<file path="src/rtl/seven_seg_pkg.sv">
// Character codes, glyph table and per-state message ROM for the
// front-panel status scroller.
package seven_seg_pkg;

    typedef enum logic [3:0] {
        CH_BLANK, CH_DOT, CH_A, CH_C, CH_D, CH_E, CH_L,
        CH_O, CH_P, CH_R, CH_S, CH_T, CH_Y
    } char_e;

    localparam int MSG_MAX = 9;
    localparam int IDX_W   = 8;

    localparam logic [3:0] ST_WAIT    = 4'b0000;
    localparam logic [3:0] ST_DELAY   = 4'b0001;
    localparam logic [3:0] ST_SCALE   = 4'b0010;
    localparam logic [3:0] ST_LOAD    = 4'b0100;
    localparam logic [3:0] ST_DOPPLER = 4'b1000;

    function automatic logic [7:0] char_glyph(input char_e c);
        logic [7:0] g;
        case (c)
            CH_DOT:  g = 8'h80;
            CH_A:    g = 8'h77;
            CH_C:    g = 8'h39;
            CH_D:    g = 8'h5E;
            CH_E:    g = 8'h79;
            CH_L:    g = 8'h38;
            CH_O:    g = 8'h3F;
            CH_P:    g = 8'h73;
            CH_R:    g = 8'h31;
            CH_S:    g = 8'h6D;
            CH_T:    g = 8'h78;
            CH_Y:    g = 8'h6E;
            default: g = 8'h00;
        endcase
        return g;
    endfunction

    function automatic logic is_error(input logic [3:0] st);
        return !(st == ST_WAIT || st == ST_DELAY || st == ST_SCALE ||
                 st == ST_LOAD || st == ST_DOPPLER);
    endfunction

    function automatic logic [IDX_W-1:0] msg_len(input logic [3:0] st,
                                                 input int unsigned ndig);
        logic [IDX_W-1:0] n;
        case (st)
            ST_WAIT:    n = IDX_W'(ndig);
            ST_LOAD:    n = IDX_W'(9);
            ST_DOPPLER: n = IDX_W'(7);
            default:    n = IDX_W'(6);
        endcase
        return n;
    endfunction

    function automatic char_e msg_char(input logic [3:0] st,
                                       input logic [IDX_W-1:0] idx,
                                       input int unsigned ndig);
        char_e c;
        c = CH_BLANK;
        // Indices past the message end form the trailing blank(s)
        if (idx < msg_len(st, ndig)) begin
            case (st)
                ST_WAIT: c = CH_DOT;
                ST_DELAY:
                    case (idx[3:0])
                        4'd0:    c = CH_D;
                        4'd1:    c = CH_E;
                        4'd2:    c = CH_L;
                        4'd3:    c = CH_A;
                        4'd4:    c = CH_Y;
                        default: c = CH_DOT;
                    endcase
                ST_SCALE:
                    case (idx[3:0])
                        4'd0:    c = CH_S;
                        4'd1:    c = CH_C;
                        4'd2:    c = CH_A;
                        4'd3:    c = CH_L;
                        4'd4:    c = CH_E;
                        default: c = CH_DOT;
                    endcase
                ST_LOAD:
                    case (idx[3:0])
                        4'd0:    c = CH_L;
                        4'd1:    c = CH_O;
                        4'd2:    c = CH_A;
                        4'd3:    c = CH_D;
                        4'd4:    c = CH_BLANK;
                        4'd5:    c = CH_D;
                        4'd6:    c = CH_A;
                        4'd7:    c = CH_T;
                        default: c = CH_A;
                    endcase
                ST_DOPPLER:
                    case (idx[3:0])
                        4'd0:    c = CH_D;
                        4'd1:    c = CH_O;
                        4'd2:    c = CH_P;
                        4'd3:    c = CH_P;
                        4'd4:    c = CH_L;
                        4'd5:    c = CH_E;
                        default: c = CH_R;
                    endcase
                default:
                    case (idx[3:0])
                        4'd0:    c = CH_E;
                        4'd1:    c = CH_R;
                        4'd2:    c = CH_R;
                        4'd3:    c = CH_O;
                        4'd4:    c = CH_R;
                        default: c = CH_DOT;
                    endcase
            endcase
        end
        return c;
    endfunction

endpackage

</file>
<file path="src/rtl/seven_seg_msg_rom.sv">
// One digit's glyph lookup: (state, virtual index) -> active-high glyph.
module seven_seg_msg_rom
    import seven_seg_pkg::*;
#(
    parameter int NUM_DIGITS = 6
) (
    input  logic [3:0]       state,
    input  logic [IDX_W-1:0] idx,
    output logic [7:0]       glyph
);

    assign glyph = char_glyph(msg_char(state, idx, NUM_DIGITS));

endmodule

</file>
<file path="src/rtl/seven_seg_status_scroller.sv">
// Status display driver: per-state message on NUM_DIGITS seven-segment
// digits, scrolling long messages and blinking the error message.
module seven_seg_status_scroller
    import seven_seg_pkg::*;
#(
    parameter int NUM_DIGITS = 6,
    parameter int SCROLL_DIV = 12_500_000,
    parameter int BLINK_DIV  = 25_000_000,
    parameter bit ACTIVE_LOW = 1'b1
) (
    input  logic                    clk,
    input  logic                    rst,
    input  logic [3:0]              state,
    input  logic                    hold,
    output logic [8*NUM_DIGITS-1:0] seg
);

    localparam int OFF_W = $clog2(MSG_MAX + 1);
    localparam int SC_W  = $clog2(SCROLL_DIV);
    localparam int BL_W  = $clog2(BLINK_DIV);
    localparam logic [7:0] DARK = ACTIVE_LOW ? 8'hFF : 8'h00;

    logic [3:0]              state_q, state_d;
    logic                    force_q, force_d;
    logic [OFF_W-1:0]        off_q, off_d;
    logic [SC_W-1:0]         sc_q, sc_d;
    logic [BL_W-1:0]         bl_q, bl_d;
    logic                    on_q, on_d;
    logic [8*NUM_DIGITS-1:0] seg_q, seg_d;

    logic             load;
    logic             err;
    logic             scrolls;
    logic [IDX_W-1:0] len;
    logic [IDX_W-1:0] period;

    assign load    = force_q || (state != state_q);
    assign state_d = state;
    assign err     = is_error(state_d);
    assign len     = msg_len(state_d, NUM_DIGITS);
    assign period  = len + IDX_W'(1);
    assign scrolls = len > IDX_W'(NUM_DIGITS);

    always_comb begin
        force_d = 1'b0;
        off_d   = off_q;
        sc_d    = sc_q;
        bl_d    = bl_q;
        on_d    = on_q;
        if (load) begin
            off_d = '0;
            sc_d  = '0;
            bl_d  = '0;
            on_d  = 1'b1;
        end else begin
            if (scrolls && !hold) begin
                if (sc_q == SC_W'(SCROLL_DIV - 1)) begin
                    sc_d  = '0;
                    off_d = (IDX_W'(off_q) == period - IDX_W'(1)) ?
                            '0 : off_q + OFF_W'(1);
                end else begin
                    sc_d = sc_q + SC_W'(1);
                end
            end
            if (err) begin
                if (bl_q == BL_W'(BLINK_DIV - 1)) begin
                    bl_d = '0;
                    on_d = !on_q;
                end else begin
                    bl_d = bl_q + BL_W'(1);
                end
            end else begin
                bl_d = '0;
                on_d = 1'b1;
            end
        end
    end

    // Output is built from next-state values so a change shows in one edge
    for (genvar k = 0; k < NUM_DIGITS; k++) begin : g_dig
        logic [IDX_W:0]   raw;
        logic [IDX_W-1:0] vidx;
        logic [7:0]       gl;

        assign raw  = (IDX_W+1)'(off_d) + (IDX_W+1)'(NUM_DIGITS - 1 - k);
        assign vidx = (scrolls && raw >= {1'b0, period}) ?
                      IDX_W'(raw - {1'b0, period}) : IDX_W'(raw);

        seven_seg_msg_rom #(
            .NUM_DIGITS(NUM_DIGITS)
        ) u_rom (
            .state(state_d),
            .idx  (vidx),
            .glyph(gl)
        );

        assign seg_d[8*k +: 8] = !on_d ? DARK :
                                 (ACTIVE_LOW ? ~gl : gl);
    end

    always_ff @(posedge clk) begin
        if (rst) begin
            state_q <= ST_WAIT;
            force_q <= 1'b1;
            off_q   <= '0;
            sc_q    <= '0;
            bl_q    <= '0;
            on_q    <= 1'b1;
            seg_q   <= {NUM_DIGITS{DARK}};
        end else begin
            state_q <= state_d;
            force_q <= force_d;
            off_q   <= off_d;
            sc_q    <= sc_d;
            bl_q    <= bl_d;
            on_q    <= on_d;
            seg_q   <= seg_d;
        end
    end

    assign seg = seg_q;

endmodule

</file>
<file path="config.mk">
export PLATFORM = sky130hd
export DESIGN_NAME = seven_seg_status_scroller
export DESIGN_NICKNAME = d
export VERILOG_FILES = /design/src/rtl/seven_seg_pkg.sv /design/src/rtl/seven_seg_msg_rom.sv /design/src/rtl/seven_seg_status_scroller.sv
export SDC_FILE = /design/constraint.sdc
export NUM_CORES = 1
export LEC_CHECK = 0
export ABC_AREA = 1
export BUFFER_PORTS_ARGS = -buffer_cell sky130_fd_sc_hd__buf_2
export CAP_MARGIN = 10
export CELL_PAD_IN_SITES_DETAIL_PLACEMENT = 1
export CELL_PAD_IN_SITES_GLOBAL_PLACEMENT = 2
export CORE_MARGIN = 2
export CORE_UTILIZATION = 25
export DETAILED_ROUTE_END_ITERATION = 8
export GPL_TIMING_DRIVEN = 0
export PLACE_DENSITY = 0.63
export SLEW_MARGIN = 5
export SYNTH_ARGS = -nofsm -noshare
export SYNTH_HDL_FRONTEND = slang
export SYNTH_SLANG_ARGS = --single-unit
</file>
<file path="constraint.sdc">
create_clock -name clk -period 9 [get_ports clk]
set_clock_uncertainty 0.1 [all_clocks]
set_input_delay 1.8 -clock clk [delete_from_list [all_inputs] [get_ports clk]]
set_output_delay 1.8 -clock clk [all_outputs]
set_load 0.03 [all_outputs]
</file>
# [Word level (Yosys, flattened, before mapping)]
# Memory sizes are Yosys's and may differ from the RTL's.
# Cells that the tools add are included.
[classes] order_cmp=13 muxes=58 eq_ne=38 bitwise_logic=7 reduce_logical=36 add_sub_neg=16
[op_table] op="one-hot mux 4 bit (5 select lines)" count=24
[op_table] op="one-hot mux 4 bit (3 select lines)" count=6
[op_table] op="two-way mux 4 bit" count=16
[op_table] op="== test 4 x 2 -> 1 bit, second input constant" count=13
[op_table] op="== test 4 x 3 -> 1 bit, second input constant" count=13
[op_table] op="two-way mux 8 bit" count=6
[op_table] op="inverter 8 bit" count=6
[op_table] op="greater-or-equal comparator 5 x 8 -> 1 bit" count=5
[op_table] op="less-than comparator 8 bit" count=5
[op_table] op="subtractor 5 x 8 -> 8 bit" count=5
[op_table] op="== test 4 x 1 -> 1 bit, second input constant" count=7
[op_table] op="zero test 4 bit" count=7
[op_table] op="adder 25 x 1 -> 25 bit, second input constant" count=1
[op_table] op="== test 25 bit, second input constant" count=1
[op_table] op="adder 24 x 1 -> 24 bit, second input constant" count=1
[op_table] op="== test 24 bit, second input constant" count=1
[op_table] op="two-way mux 24 bit" count=1
[op_table] op="OR reduction 3 bit" count=6
[op_table] op="OR reduction 2 bit" count=8
[op_table] op="adder 4 x 2 -> 5 bit, second input constant" count=2
[op_table] op="adder 4 x 3 -> 5 bit, second input constant" count=2
[op_table] op="adder 8 x 1 -> 8 bit, second input constant" count=1
[op_table] op="== test 4 x 8 -> 1 bit" count=1
[op_table] op="greater-or-equal comparator 4 x 8 -> 1 bit" count=1
[op_table] op="other kinds (15)" count=29
[word_totals] rom_bits=960 regBits=107 wordCells=187 mem_count=12
[memory_table] memory="(no name shown)" depth=16 width=8 read_ports=1 rd_clocked_by_memory_dff=0 write_ports=0 line="seven_seg_pkg.sv:21" source="case (c)"
[memory_table] memory="(no name shown)" depth=16 width=8 read_ports=1 rd_clocked_by_memory_dff=0 write_ports=0 line="seven_seg_pkg.sv:21"
[memory_table] memory="(no name shown)" depth=16 width=8 read_ports=1 rd_clocked_by_memory_dff=0 write_ports=0 line="seven_seg_pkg.sv:21"
[memory_table] memory="(no name shown)" depth=16 width=8 read_ports=1 rd_clocked_by_memory_dff=0 write_ports=0 line="seven_seg_pkg.sv:21"
[memory_table] memory="(no name shown)" depth=16 width=8 read_ports=1 rd_clocked_by_memory_dff=0 write_ports=0 line="seven_seg_pkg.sv:21"
[memory_table] memory="(no name shown)" depth=16 width=8 read_ports=1 rd_clocked_by_memory_dff=0 write_ports=0 line="seven_seg_pkg.sv:21"
[memory_table] memory="+6 memories"

# [Depth between registers and ports, before layout]
# Gate-level depths: netlist of run 1.
# An unclocked memory read counts as a cell.
[logic_depth] word_depth=20 mapped_depth=47 ltp_nobuf=45

# [Hierarchy]
# Synthesis of run 1 repeated with hierarchy kept, for this count alone.
[unflattened] hier_cells=1707 hier_area_um2=10911.7
[by_module_without_submodules] mod="seven_seg_status_scroller" area_each_um2=6297.3 n_inst=1 cells_per_inst=849
[by_module_without_submodules] mod="seven_seg_msg_rom at g_dig[2].u_rom ..." area_each_um2=805.8 n_inst=2 cells_per_inst=147
[by_module_without_submodules] mod="seven_seg_msg_rom at g_dig[4].u_rom" area_each_um2=778.2 n_inst=1 cells_per_inst=144
[by_module_without_submodules] mod="seven_seg_msg_rom at g_dig[0].u_rom" area_each_um2=768.2 n_inst=1 cells_per_inst=141
[by_module_without_submodules] mod="seven_seg_msg_rom at g_dig[1].u_rom" area_each_um2=737.0 n_inst=1 cells_per_inst=142
[by_module_without_submodules] mod="seven_seg_msg_rom at g_dig[5].u_rom" area_each_um2=719.4 n_inst=1 cells_per_inst=137

# [Worst setup path before layout of run 1]
# No wires, ideal clock.
[synth_timing] path_type="input-to-reg" startpoint="in state[2]" endpoint="reg seg_q[34] (netlist: seg[34])" required_time_ns=8.837 path_stages=41 setup_time_ns=0.063 path_buffers=3 arrival_time_ns=7.997 path_slack_ns=0.840 cell_sequence="inv_1 > nor2_1 > nand2_1 > clkbuf_1 > clkinv_1 > clkbuf_1 > ha_1 > nand3b_1 > nand2_1 > nand2_1 > nor2_1 > a21oi_4 > nand3_2 > buf_6 > inv_1 > ha_1 > inv_1 > nor2_1 > (+5 left out) > fa_1 > o21bai_1 > nand2_1 > a21oi_1 > o21ai_0 > nand2_4 > ha_1 > a21oi_1 > o211ai_1 > a21o_1 > inv_1 > nand3_1 > inv_1 > ha_1 > nand3b_1 > nand2_1 > nand2_1 > nand3_1"
[synth_via] elab_chain_cells=20
[synth_lines] item="start: declaration" line="seven_seg_status_scroller.sv:13" source="input logic [3:0] state,"
[synth_lines] item="== test 4 bit / == test 4 x 3 -> 1 bit (equally long branches)" line="seven_seg_pkg.sv:47" source="case (st)"
[synth_lines] item="one-hot mux 4 bit (2 select lines)" line="seven_seg_pkg.sv:47"
[synth_lines] item="adder 8 x 1 -> 8 bit" line="seven_seg_status_scroller.sv:41" source="assign period = len + IDX_W'(1);"
[synth_lines] item="subtractor 8 x 1 -> 8 bit" line="seven_seg_status_scroller.sv:59" source="off_d = (IDX_W'(off_q) == period - IDX_W'(1)) ?"
[synth_lines] item="== test 4 x 8 -> 1 bit" line="seven_seg_status_scroller.sv:59"
[synth_lines] item="two-way mux 4 bit" line="seven_seg_status_scroller.sv:59"
[synth_lines] item="two-way mux 4 bit" line="seven_seg_status_scroller.sv:57" source="if (sc_q == SC_W'(SCROLL_DIV - 1)) begin"
[synth_lines] item="two-way mux 4 bit" line="seven_seg_status_scroller.sv:56" source="if (scrolls && !hold) begin"
[synth_lines] item="(+1 left out)"
[synth_lines] item="named net g_dig[5].raw[2]" line="seven_seg_status_scroller.sv:81" source="logic [IDX_W:0] raw;"
[synth_lines] item="(+3 left out)"
[synth_lines] item="two-way mux 8 bit (*)" line="seven_seg_status_scroller.sv:86" source="assign vidx = (scrolls && raw >= {1'b0, period}) ?"
[synth_lines] item="== test 4 x 1 -> 1 bit (tied with other cells)"
[synth_lines] item="OR reduction 3 bit (no line) / OR reduction 2 bit (equally long branches)"
[synth_lines] item="one-hot mux 4 bit (3 select lines) / one-hot mux 4 bit (5 select lines) (equally long branches)" line="seven_seg_pkg.sv:106, seven_seg_pkg.sv:96"
[synth_lines] item="one-hot mux 4 bit (5 select lines)" line="seven_seg_pkg.sv:63" source="case (st)"
[synth_lines] item="two-way mux 4 bit (*)" line="seven_seg_pkg.sv:62" source="if (idx < msg_len(st, ndig)) begin"
[synth_lines] item="memory read (16 x 8 bit) (*)"
[synth_lines] item="inverter 8 bit (*)" line="seven_seg_status_scroller.sv:98" source="(ACTIVE_LOW ? ~gl : gl);"
[synth_lines] item="end signal: assignment" line="seven_seg_status_scroller.sv:109" source="seg_q <= {NUM_DIGITS{DARK}};"
[synth_lines] item="end signal: assignment" line="seven_seg_status_scroller.sv:117" source="seg_q <= seg_d;"
[synth_lines] item="end: declaration" line="seven_seg_status_scroller.sv:29" source="logic [8*NUM_DIGITS-1:0] seg_q, seg_d;"
# The timed path passes the listed nets; every way through them passes the cells marked *.
# A chain may end at the register's enable or synchronous reset.

# [Worst setup path after layout of run 1]
[layout_timing] startpoint="in state[2]" endpoint="reg seg_q[25] (netlist: seg[25])"
[layout_via] elab_chain_cells=20
[layout_lines] item="== test 4 bit / == test 4 x 3 -> 1 bit (equally long branches)" line="seven_seg_pkg.sv:47"
[layout_lines] item="one-hot mux 4 bit (2 select lines)" line="seven_seg_pkg.sv:47"
[layout_lines] item="adder 8 x 1 -> 8 bit" line="seven_seg_status_scroller.sv:41"
[layout_lines] item="subtractor 8 x 1 -> 8 bit" line="seven_seg_status_scroller.sv:59"
[layout_lines] item="== test 4 x 8 -> 1 bit" line="seven_seg_status_scroller.sv:59"
[layout_lines] item="two-way mux 4 bit" line="seven_seg_status_scroller.sv:59"
[layout_lines] item="two-way mux 4 bit" line="seven_seg_status_scroller.sv:57"
[layout_lines] item="two-way mux 4 bit" line="seven_seg_status_scroller.sv:56"
[layout_lines] item="(+1 left out)"
[layout_lines] item="named net g_dig[5].raw[2]" line="seven_seg_status_scroller.sv:81"
[layout_lines] item="(+3 left out)"
[layout_lines] item="two-way mux 8 bit (*)" line="seven_seg_status_scroller.sv:86"
[layout_lines] item="== test 4 x 2 -> 1 bit (tied with other cells)"
[layout_lines] item="OR reduction 2 bit (no line) / OR reduction 3 bit (equally long branches)"
[layout_lines] item="one-hot mux 4 bit (5 select lines) / one-hot mux 4 bit (3 select lines) (equally long branches)" line="seven_seg_pkg.sv:96, seven_seg_pkg.sv:106"
[layout_lines] item="one-hot mux 4 bit (5 select lines)" line="seven_seg_pkg.sv:63"
[layout_lines] item="two-way mux 4 bit (*)" line="seven_seg_pkg.sv:62"
[layout_lines] item="memory read (16 x 8 bit) (*)"
[layout_lines] item="inverter 8 bit (*)" line="seven_seg_status_scroller.sv:98"
# Marked as above.

==> results of run 1 <==
==> synthesized netlist by cell type, types with 3 or more instances <==
master	count
nand2_4	8
xnor2_1	8
nor2_4	9
and2_1	3
o21ai_4	3
o21a_1	8
inv_2	18
or2_2	4
a21o_1	4
nor2_1	179
xor2_1	10
o21ai_1	19
o21ai_2	10
dfxtp_1	107
a211oi_1	4
clkbuf_1	14
nor4_1	4
inv_1	204
o21bai_1	8
a21oi_1	65
nand3_2	12
nand2_1	347
clkinv_1	3
nand3b_1	7
a31oi_1	7
nand3_1	137
nor3_1	25
a21oi_2	4
o21ai_0	49
ha_1	93
nor2_2	7
nand4_1	41
o211ai_1	7
nor3b_1	3
nand2_2	21
fa_1	9
==> sequential cells by signal, summed over array words and instances, names as in the netlist <==
register	flops
bl_q	25
force_q	1
off_q	4
on_q	1
sc_q	24
seg	48
state_q	4
==> metal layers <==
metal | up-vias | part of all wire | routed length, microns
li1 | 4960 | - | -
met1 | 4649 | 0.51 | 16500
met2 | 66 | 0.45 | 14600
met3 | 19 | 0.019 | 617
met4 | 0 | 0.014 | 453
met5 | - | 0 | 0
==> layout by cell type, fill, tap and decap left out, types with 14 or more instances in the layout <==
cell	count
inv_1	202
ha_1	91
nand2_2	20
nand2_1	346
o21ai_1	20
nand4_1	41
a21oi_1	65
clkbuf_1	14
o21ai_0	48
nand3_1	135
nor2_1	176
dfxtp_1	107
buf_2	56
inv_2	19
nor3_1	25
==> area by class of cell <==
| class | instances | area share |
|---|---|---|
| Multi-Input combinational cell | 1137 | 0.604 |
| Sequential cell | 107 | 0.196 |
| Inverter | 226 | 0.0782 |
| Tap cell | 511 | 0.0585 |
| Timing Repair Buffer | 59 | 0.0282 |
| Clock buffer | 13 | 0.0238 |
| Buffer | 19 | 0.00882 |
| Clock inverter | 3 | 0.00206 |
==> power by group through the flow <==
stage                     clock (mW)  sequential [mW]  combinational [mW]
after global placement             0            0.521               0.319
after CTS                      0.425            0.511               0.322
after global routing           0.441            0.514               0.359
after detailed placement           0            0.521               0.320
final                          0.401            0.510               0.318
after floorplan                    0            0.578               0.169
==> worst max path at each step <==
stage                         from  cells past startpoint      end
after detailed placement  state[2]                     41  seg[25]
after global placement    state[2]                     41  seg[27]
after CTS                 state[2]                     40  seg[25]
final                     state[2]                     39  seg[25]
after global routing      state[2]                     39  seg[26]
after floorplan           state[2]                     41  seg[34]
==> cells by family after synthesis <==
| family | after synthesis | synth area share |
|---|---|---|
| buffers and inverters | 246 | 0.0983 |
| flip-flops | 107 | 0.223 |
| AND/OR/NAND/NOR | 815 | 0.392 |
| adder cells (fa/ha/maj) | 102 | 0.140 |
| AO/OA/AOI/OAI | 201 | 0.130 |
| XOR/XNOR | 19 | 0.0181 |
==> timing repair <==
item	in CTS	in global routing
setup endpoints to repair	48	34
gates resized for setup	11	9
cloned	0	0
pin swaps	0	2
buffers inserted	0	5
==> results.sh, run 1 <==
export IMPL_crit_family="simple AND/OR/NAND/NOR gates"
export IMPL_hold_depth=1
export IMPL_p_comb_frac=0.259
export IMPL_yosysTopAreaCell="dfxtp_1"
export IMPL_syn_area_sq_mm=0.00962
export IMPL_reg2reg_from="sc_q[0]"
export IMPL_p_sw_frac=0.351
export IMPL_die_y_microns=200
export IMPL_clock_sinks=107
export IMPL_p_sw_mw=0.431
export IMPL_vias=9694
export IMPL_use_met3=0.0221
export IMPL_design_core_area_sq_mm=0.0378
export IMPL_crit_arrival_ns=8.57
export IMPL_dieArea_sq_mm=0.0401
export IMPL_rsz0062_at_grt="false"
export IMPL_tritoncts="done"
export IMPL_hold_end="bl_q[0]"
export IMPL_crit_slowest_cell="fa_1"
export IMPL_cap_violations=0
export IMPL_totalWireLength_mm=32.2
export IMPL_grt_busiest_layer="met2"
export IMPL_pwr_share_clk=0.326
export IMPL_status="finished clean"
export IMPL_ant_nets=0
export IMPL_clk_pin_slew_worst_paths_ns=0.08
export IMPL_use_met1=0.223
export IMPL_cts_inserted_buffers=9
export IMPL_multiInputGateArea_sq_mm=0.00660
export IMPL_antenna_found_initial=0
export IMPL_overflow=0
export IMPL_seqCellArea_sq_mm=0.00214
export IMPL_crit_type="in -> reg"
export IMPL_worst_pin_slew_ns=1.07
export IMPL_crit_path_start_kind="input pin"
export IMPL_setup_ws_ns=0.635
export IMPL_synth_seq_cells=107
export IMPL_grt_max_degree=20
export IMPL_design_area_sq_mm=0.0109
export IMPL_io_pins=55
export IMPL_synthTopCellsByArea="dfxtp_1 22%, nand2_1 14%, ha_1 12%"
export IMPL_diodes=0
export IMPL_synth_flop_cell="dfxtp_1"
export IMPL_synth_distinct_cells=59
export IMPL_insertion_delay_ns=0.38
export IMPL_synthArstFlopShare=0
export IMPL_finalNetCount=1668
export IMPL_p_per_area_mw_per_mm2=112
export IMPL_dr_first_iter_drc_count=344
export IMPL_place_area_sq_mm=0.0105
export IMPL_cts_root_buf="clkbuf_16"
export IMPL_rrSetupSlack_ns=2.50
export IMPL_finalHoldViolations=0
export IMPL_hpwl_mm=25.7
export IMPL_fillCellCount=4809
export IMPL_internal_power_mw=0.798
export IMPL_h_tree_depth=3
export IMPL_port_buffers=54
export IMPL_hold_path_class="reg -> reg"
export IMPL_drc=0
export IMPL_place_inst=2055
export IMPL_cts_hold_buf=0
export IMPL_maxSlewViolCount=0
export IMPL_drive_gt1_frac=0.127
export IMPL_avgRoutedWirePerCell_microns=15.5
export IMPL_place_ws_ns=-2.08
export IMPL_avgSynthCellArea_sq_um=6.46
export IMPL_die_x_microns=200
export IMPL_grt_use_met2=0.272
export IMPL_setup_viol=0
export IMPL_start_util=0.255
export IMPL_cts_path_max_buffers=2
export IMPL_leakage_nw=5.17
export IMPL_yosysWarnings=0
export IMPL_fin_crit_sh=0.929
export IMPL_cpPeakStageDelay_ns=0.38
export IMPL_synth_nets=1599
export IMPL_synth_top_area_frac=0.223
export IMPL_synth_edff_count=0
export IMPL_seqPwrFrac=0.415
export IMPL_cp_num_buf_inv=10
export IMPL_path_common_cell="inv_1"
export IMPL_hp_start="bl_q[0]"
export IMPL_ff2ff_path_depth=33
export IMPL_fin_cells=2075
export IMPL_vias_per_cell=4.67
export IMPL_area_growth_pct=13.5
export IMPL_fmax_mhz=120
export IMPL_grt_use_total=0.164
export IMPL_grt_pass1_wl_mm=53.2
export IMPL_whs_ns=0.371
export IMPL_seq_area_frac_synth=0.223
export IMPL_first_pass_iters=5
export IMPL_crit_path_end_kind="flip-flop"
export IMPL_worstPathMaxFanout=12
export IMPL_r2r_end="seg[25]"
export IMPL_grt_pass1_vias=10000
export IMPL_max_slew_margin=0.279
export IMPL_crit_required_ns=9.20
export IMPL_finish_utilization=0.289
export IMPL_gp_congestion=0.784
export IMPL_tns_ns=0
export IMPL_num_rows=71
export IMPL_period_needed_ns=8.37
export IMPL_vdd_ir_drop_worst_v=0.0000742
export IMPL_power_total_mw=1.23
export IMPL_syn_inst=1490
Power figures use the tool's default switching activity.
==> run 2: changes to the inputs <==
--- a/config.mk
+++ b/config.mk
@@ -10,11 +10,12 @@
 export CAP_MARGIN = 10
 export CELL_PAD_IN_SITES_DETAIL_PLACEMENT = 1
 export CELL_PAD_IN_SITES_GLOBAL_PLACEMENT = 2
+export CORE_ASPECT_RATIO = 0.8
 export CORE_MARGIN = 2
 export CORE_UTILIZATION = 25
 export DETAILED_ROUTE_END_ITERATION = 8
 export GPL_TIMING_DRIVEN = 0
-export PLACE_DENSITY = 0.63
+export PLACE_DENSITY = 0.67
 export SLEW_MARGIN = 5
 export SYNTH_ARGS = -nofsm -noshare
 export SYNTH_HDL_FRONTEND = slang
==> constraint.sdc (replaced) <==
create_clock -name clk -period 9 [get_ports clk]
set_clock_uncertainty 0.1 [all_clocks]
set_input_delay 1.8 -clock clk [delete_from_list [all_inputs] [get_ports clk]]
set_output_delay 1.8 -clock clk [all_outputs]
set_load 0.01 [all_outputs]
==> run 2 against run 1 <==
Net effect:
- sequential share of layout area unchanged
- global-route usage decreased by 0.16 points
- sequential cell count unchanged
- first-iteration DRC count increased by 52%
- critical path depth increased by 1
- combinational power decreased by 14%
- critical path type unchanged
- critical endpoint is now seg[34]
- highest routed layer unchanged
==> results.sh, run 2 (same netlist as run 1, synthesis figures left out) <==
export IMPL_h_tree_depth=3
export IMPL_avgRoutedWirePerCell_microns=15.2
export IMPL_p_sw_mw=0.385
export IMPL_num_rows=64
export IMPL_grt_busiest_layer="met2"
export IMPL_max_slew_margin=0.421
export IMPL_grt_use_total=0.163
export IMPL_p_comb_frac=0.234
export IMPL_tritoncts="done"
export IMPL_final_common_cell="nand2_1"
export IMPL_worstPathMaxFanout=13
export IMPL_die_y_microns=179
export IMPL_clk_pin_slew_worst_paths_ns=0.07
export IMPL_cts_path_max_buffers=2
export IMPL_diodes=0
export IMPL_finish_utilization=0.287
export IMPL_setup_ws_ns=0.577
export IMPL_dieArea_sq_mm=0.0401
export IMPL_crit_family="simple AND/OR/NAND/NOR gates"
export IMPL_tns_ns=0
export IMPL_cts_inserted_buffers=9
export IMPL_use_met3=0.0358
export IMPL_fin_crit_sh=0.936
export IMPL_internal_power_mw=0.781
export IMPL_power_total_mw=1.17
export IMPL_hpwl_mm=25.2
export IMPL_place_area_sq_mm=0.0105
export IMPL_ff2ff_path_depth=34
export IMPL_dr_first_iter_drc_count=522
export IMPL_first_pass_iters=4
export IMPL_crit_path_start_kind="input pin"
export IMPL_setup_viol=0
export IMPL_ant_nets=0
export IMPL_gp_congestion=0.888
export IMPL_insertion_delay_ns=0.39
export IMPL_vias_per_cell=4.71
export IMPL_cp_num_buf_inv=7
export IMPL_period_needed_ns=8.42
export IMPL_overflow=0
export IMPL_crit_type="in -> reg"
export IMPL_antenna_found_initial=0
export IMPL_use_met1=0.230
export IMPL_cts_root_buf="clkbuf_16"
export IMPL_vdd_ir_drop_worst_v=0.000101
export IMPL_area_growth_pct=13.5
export IMPL_crit_required_ns=9.22
export IMPL_path_depth=40
export IMPL_maxSlewViolCount=0
export IMPL_totalWireLength_mm=31.4
export IMPL_vias=9715
export IMPL_cap_violations=0
export IMPL_crit_path_end_kind="flip-flop"
export IMPL_crit_arrival_ns=8.64
export IMPL_crit_slowest_cell="ha_1"
export IMPL_start_util=0.252
export IMPL_die_x_microns=223
export IMPL_drive_gt1_frac=0.131
export IMPL_cpPeakStageDelay_ns=0.39
export IMPL_place_ws_ns=-2.13
export IMPL_hold_depth=1
export IMPL_fmax_mhz=119
export IMPL_pwr_share_clk=0.329
export IMPL_finalNetCount=1672
export IMPL_final_cell_mix="345 x nand2_1, 200 x inv_1, 176 x nor2_1"
export IMPL_port_buffers=54
export IMPL_grt_max_degree=20
export IMPL_fillCellCount=4870
export IMPL_grt_pass1_wl_mm=52.2
export IMPL_design_core_area_sq_mm=0.0381
export IMPL_status="finished clean"
export IMPL_p_sw_frac=0.330
export IMPL_seqPwrFrac=0.436
export IMPL_largest_reg_flops=48
export IMPL_clock_sinks=107
export IMPL_drc=0
export IMPL_design_area_sq_mm=0.0109
export IMPL_grt_pass1_vias=9931
export IMPL_hold_path_class="reg -> reg"
export IMPL_path_common_cell="nand2_1"
export IMPL_finalHoldViolations=0
export IMPL_worst_pin_slew_ns=0.862
export IMPL_io_pins=55
export IMPL_p_per_area_mw_per_mm2=107
export IMPL_grt_use_met2=0.252
export IMPL_leakage_nw=5.17
-- run 2: cell count changes in the layout (fill, tap and decap cells not counted), sizes merged --
cell,before,now
inv,221,223
clkbuf,26,23
clkinv,7,5
clkinvlp,1,4
buf,65,69
-- run 2: worst reg2reg max path: cells and delay by family, from the launching register on --
kind	cells	cell delay, ns
AO/OA/AOI/OAI	8	1.23
adder cells (fa/ha/maj)	6	1.84
buffers and inverters	5	0.66
flip-flops	1	0.38
AND/OR/NAND/NOR	15	2.26
-- run 2: path summary, 6_finish.rpt --
kind                 start  endpoint  slack (ns)
setup / recovery  state[2]   seg[34]        0.58
hold / removal     bl_q[0]   bl_q[0]        0.36
setup reg to reg   sc_q[0]   seg[34]        2.47
hold reg to reg    bl_q[0]   bl_q[0]        0.36
-- run 2: cell type report --
| type | count | area (sq um) | share of cell area |
|---|---|---|---|
| Multi-Input combinational cell | 1137 | 6600 | 0.604 |
| Sequential cell | 107 | 2140 | 0.196 |
| Inverter | 226 | 856 | 0.0783 |
| Tap cell | 495 | 619 | 0.0567 |
| Timing Repair Buffer | 63 | 338 | 0.0309 |
| Clock buffer | 10 | 229 | 0.0210 |
| Buffer | 19 | 96.3 | 0.00882 |
| Clock inverter | 6 | 41.3 | 0.00378 |
-- run 2: power by group through the flow --
stage               combinational [mW]  clock [mW]  sequential (mW)
finish                           0.273       0.384            0.509
global placement                 0.271           0            0.520
CTS                              0.276       0.410            0.510
detailed placement               0.273           0            0.521
floorplan                        0.169           0            0.536
global route                     0.315       0.428            0.513
-- run 2: per-layer routing --
| metal | up-vias | share of wire |
|---|---|---|
| li1 | 5002 | - |
| met1 | 4620 | 0.53 |
| met2 | 77 | 0.43 |
| met3 | 16 | 0.028 |
| met4 | 0 | 0.0097 |
| met5 | - | 0 |
-- run 2: what timing repair did --
item                       4_1_cts  5_1_grt
setup endpoints to repair       48       31
resized for setup               10       15
pin swaps                        0        2
hold buffers                     0        0
buffers inserted                 0        9
-- run 2: through the flow --
stage / hold slack, ns / cells
after global placement: 0.351 / 2039
final: 0.364 / 2063
after CTS: 0.370 / 2054
after global routing: 0.402 / 2063
after floorplan: 0.330 / 1490
after detailed placement: 0.352 / 2039
==> run 3: changes to the inputs <==
--- a/config.mk
+++ b/config.mk
@@ -16,7 +16,8 @@
 export DETAILED_ROUTE_END_ITERATION = 8
 export GPL_TIMING_DRIVEN = 0
 export PLACE_DENSITY = 0.67
-export SLEW_MARGIN = 5
+export RECOVER_POWER = 100
+export SLEW_MARGIN = 20
 export SYNTH_ARGS = -nofsm -noshare
 export SYNTH_HDL_FRONTEND = slang
 export SYNTH_SLANG_ARGS = --single-unit
==> run 3 against run 2 <==
Net effect:
- first-iteration DRC count fell by 16%
- highest routed layer unchanged
- setup slack better by 0.080 ns
- global-route usage grew 0.062 points
- routed wire length grew 0.62%
- clock power rose by 7.6%
- critical path type unchanged
- sequential power about the same
- sequential cell count stayed put
- sequential share of layout area rose by 0.19 points
- largest power group unchanged
- die area unchanged
- register-to-register slack gained 0.22 ns
==> results.sh, run 3 (same netlist as run 1, synthesis figures left out) <==
export IMPL_ff2ff_path_depth=33
export IMPL_cts_path_max_buffers=2
export IMPL_crit_slowest_cell="a21oi_1"
export IMPL_grt_pass1_wl_mm=52.5
export IMPL_power_total_mw=1.19
export IMPL_setup_viol=0
export IMPL_hold_end="bl_q[0]"
export IMPL_area_growth_pct=12.4
export IMPL_grt_use_total=0.163
export IMPL_cap_violations=0
export IMPL_place_inst=2039
export IMPL_antenna_found_initial=0
export IMPL_crit_required_ns=9.18
export IMPL_design_core_area_sq_mm=0.0381
export IMPL_vias_per_cell=4.66
export IMPL_tns_ns=0
export IMPL_largest_reg_flops=48
export IMPL_max_slew_margin=0.419
export IMPL_worst_pin_slew_ns=0.865
export IMPL_io_pins=55
export IMPL_leakage_nw=5.05
export IMPL_cpPeakStageDelay_ns=0.54
export IMPL_port_buffers=54
export IMPL_cp_num_buf_inv=6
export IMPL_crit_path_start_kind="input pin"
export IMPL_crit_family="simple AND/OR/NAND/NOR gates"
export IMPL_finalHoldViolations=0
export IMPL_p_comb_frac=0.224
export IMPL_final_common_cell="nand2_1"
export IMPL_totalWireLength_mm=31.6
export IMPL_drive_gt1_frac=0.0948
export IMPL_p_sw_frac=0.326
export IMPL_r2r_end="seg[40]"
export IMPL_vias=9585
export IMPL_seqPwrFrac=0.429
export IMPL_cts_inserted_buffers=9
export IMPL_crit_type="in -> reg"
export IMPL_final_cell_mix="345 x nand2_1, 200 x inv_1, 179 x nor2_1"
export IMPL_period_needed_ns=8.34
export IMPL_clock_sinks=107
export IMPL_hold_depth=1
export IMPL_status="finished clean"
export IMPL_rsz0062_at_grt="false"
export IMPL_hold_path_class="reg -> reg"
export IMPL_grt_pass1_vias=9895
export IMPL_num_rows=64
export IMPL_hpwl_mm=25.3
export IMPL_place_area_sq_mm=0.0105
export IMPL_diodes=0
export IMPL_internal_power_mw=0.801
export IMPL_place_ws_ns=-1.63
export IMPL_path_depth=37
export IMPL_die_x_microns=223
export IMPL_design_area_sq_mm=0.0108
export IMPL_fin_crit_sh=0.927
export IMPL_maxSlewViolCount=0
export IMPL_vdd_ir_drop_worst_v=0.0000975
export IMPL_start_util=0.252
export IMPL_p_per_area_mw_per_mm2=110
export IMPL_fin_cells=2056
export IMPL_path_common_cell="nand2_1"
export IMPL_dr_first_iter_drc_count=437
export IMPL_hp_start="bl_q[0]"
export IMPL_first_pass_iters=5
export IMPL_worstPathMaxFanout=11
export IMPL_fmax_mhz=120
export IMPL_cts_root_buf="clkbuf_16"
export IMPL_avgRoutedWirePerCell_microns=15.3
export IMPL_setup_ws_ns=0.657
export IMPL_h_tree_depth=3
export IMPL_whs_ns=0.364
export IMPL_insertion_delay_ns=0.39
export IMPL_die_y_microns=179
export IMPL_crit_arrival_ns=8.52
export IMPL_reg2reg_from="sc_q[0]"
export IMPL_ant_nets=0
export IMPL_finish_utilization=0.284
export IMPL_p_sw_mw=0.388
export IMPL_overflow=0
export IMPL_tritoncts="done"
export IMPL_finalNetCount=1665
export IMPL_drc=0
export IMPL_gp_congestion=0.888
export IMPL_clk_pin_slew_worst_paths_ns=0.07
export IMPL_grt_max_degree=18
export IMPL_rrSetupSlack_ns=2.69
export IMPL_crit_path_end_kind="flip-flop"
export IMPL_dieArea_sq_mm=0.0401
export IMPL_pwr_share_clk=0.347
run 3: power groups by stage:
stage               Combinational (mW)  Clock [mW]  Sequential [mW]
global placement                 0.271           0            0.520
finish                           0.266       0.413            0.510
CTS                              0.276       0.436            0.509
global route                     0.307       0.452            0.514
floorplan                        0.169           0            0.536
detailed placement               0.274           0            0.520
run 3: repair_timing:
action                                  CTS  global route
endpoints found under the setup margin   46            31
hold buffers                              0             0
gates resized for setup                  10            21
setup buffers                             1             0
run 3: worst max-delay path by stage:
stage,startpoint,endpoint,slack [ns]
floorplan,state[2],seg[34],0.84
global placement,state[2],seg[26],-2.08
detailed placement,state[1],seg[25],-1.63
CTS,state[1],seg[26],0.14
global route,state[2],seg[17],0.003
finish,state[0],seg[40],0.66
run 3: cell type report:
cell class / instances / area [sq um]
fillers: 4884 / 27300
multi-input cells: 1137 / 6580
flip-flops and latches: 107 / 2140
inverters: 226 / 856
well taps: 495 / 619
clock buffers: 10 / 229
repair buffers: 55 / 218
plain buffers: 20 / 104
clock inverters: 6 / 66.3
run 3: per-layer routing:
layer	vias to the layer above	global-route usage	part of all wire
met5	-	0	0
met4	0	0.0293	0.0093
met3	15	0.0327	0.025
met2	67	0.255	0.43
met1	4536	0.234	0.54
li1	4967	-	-
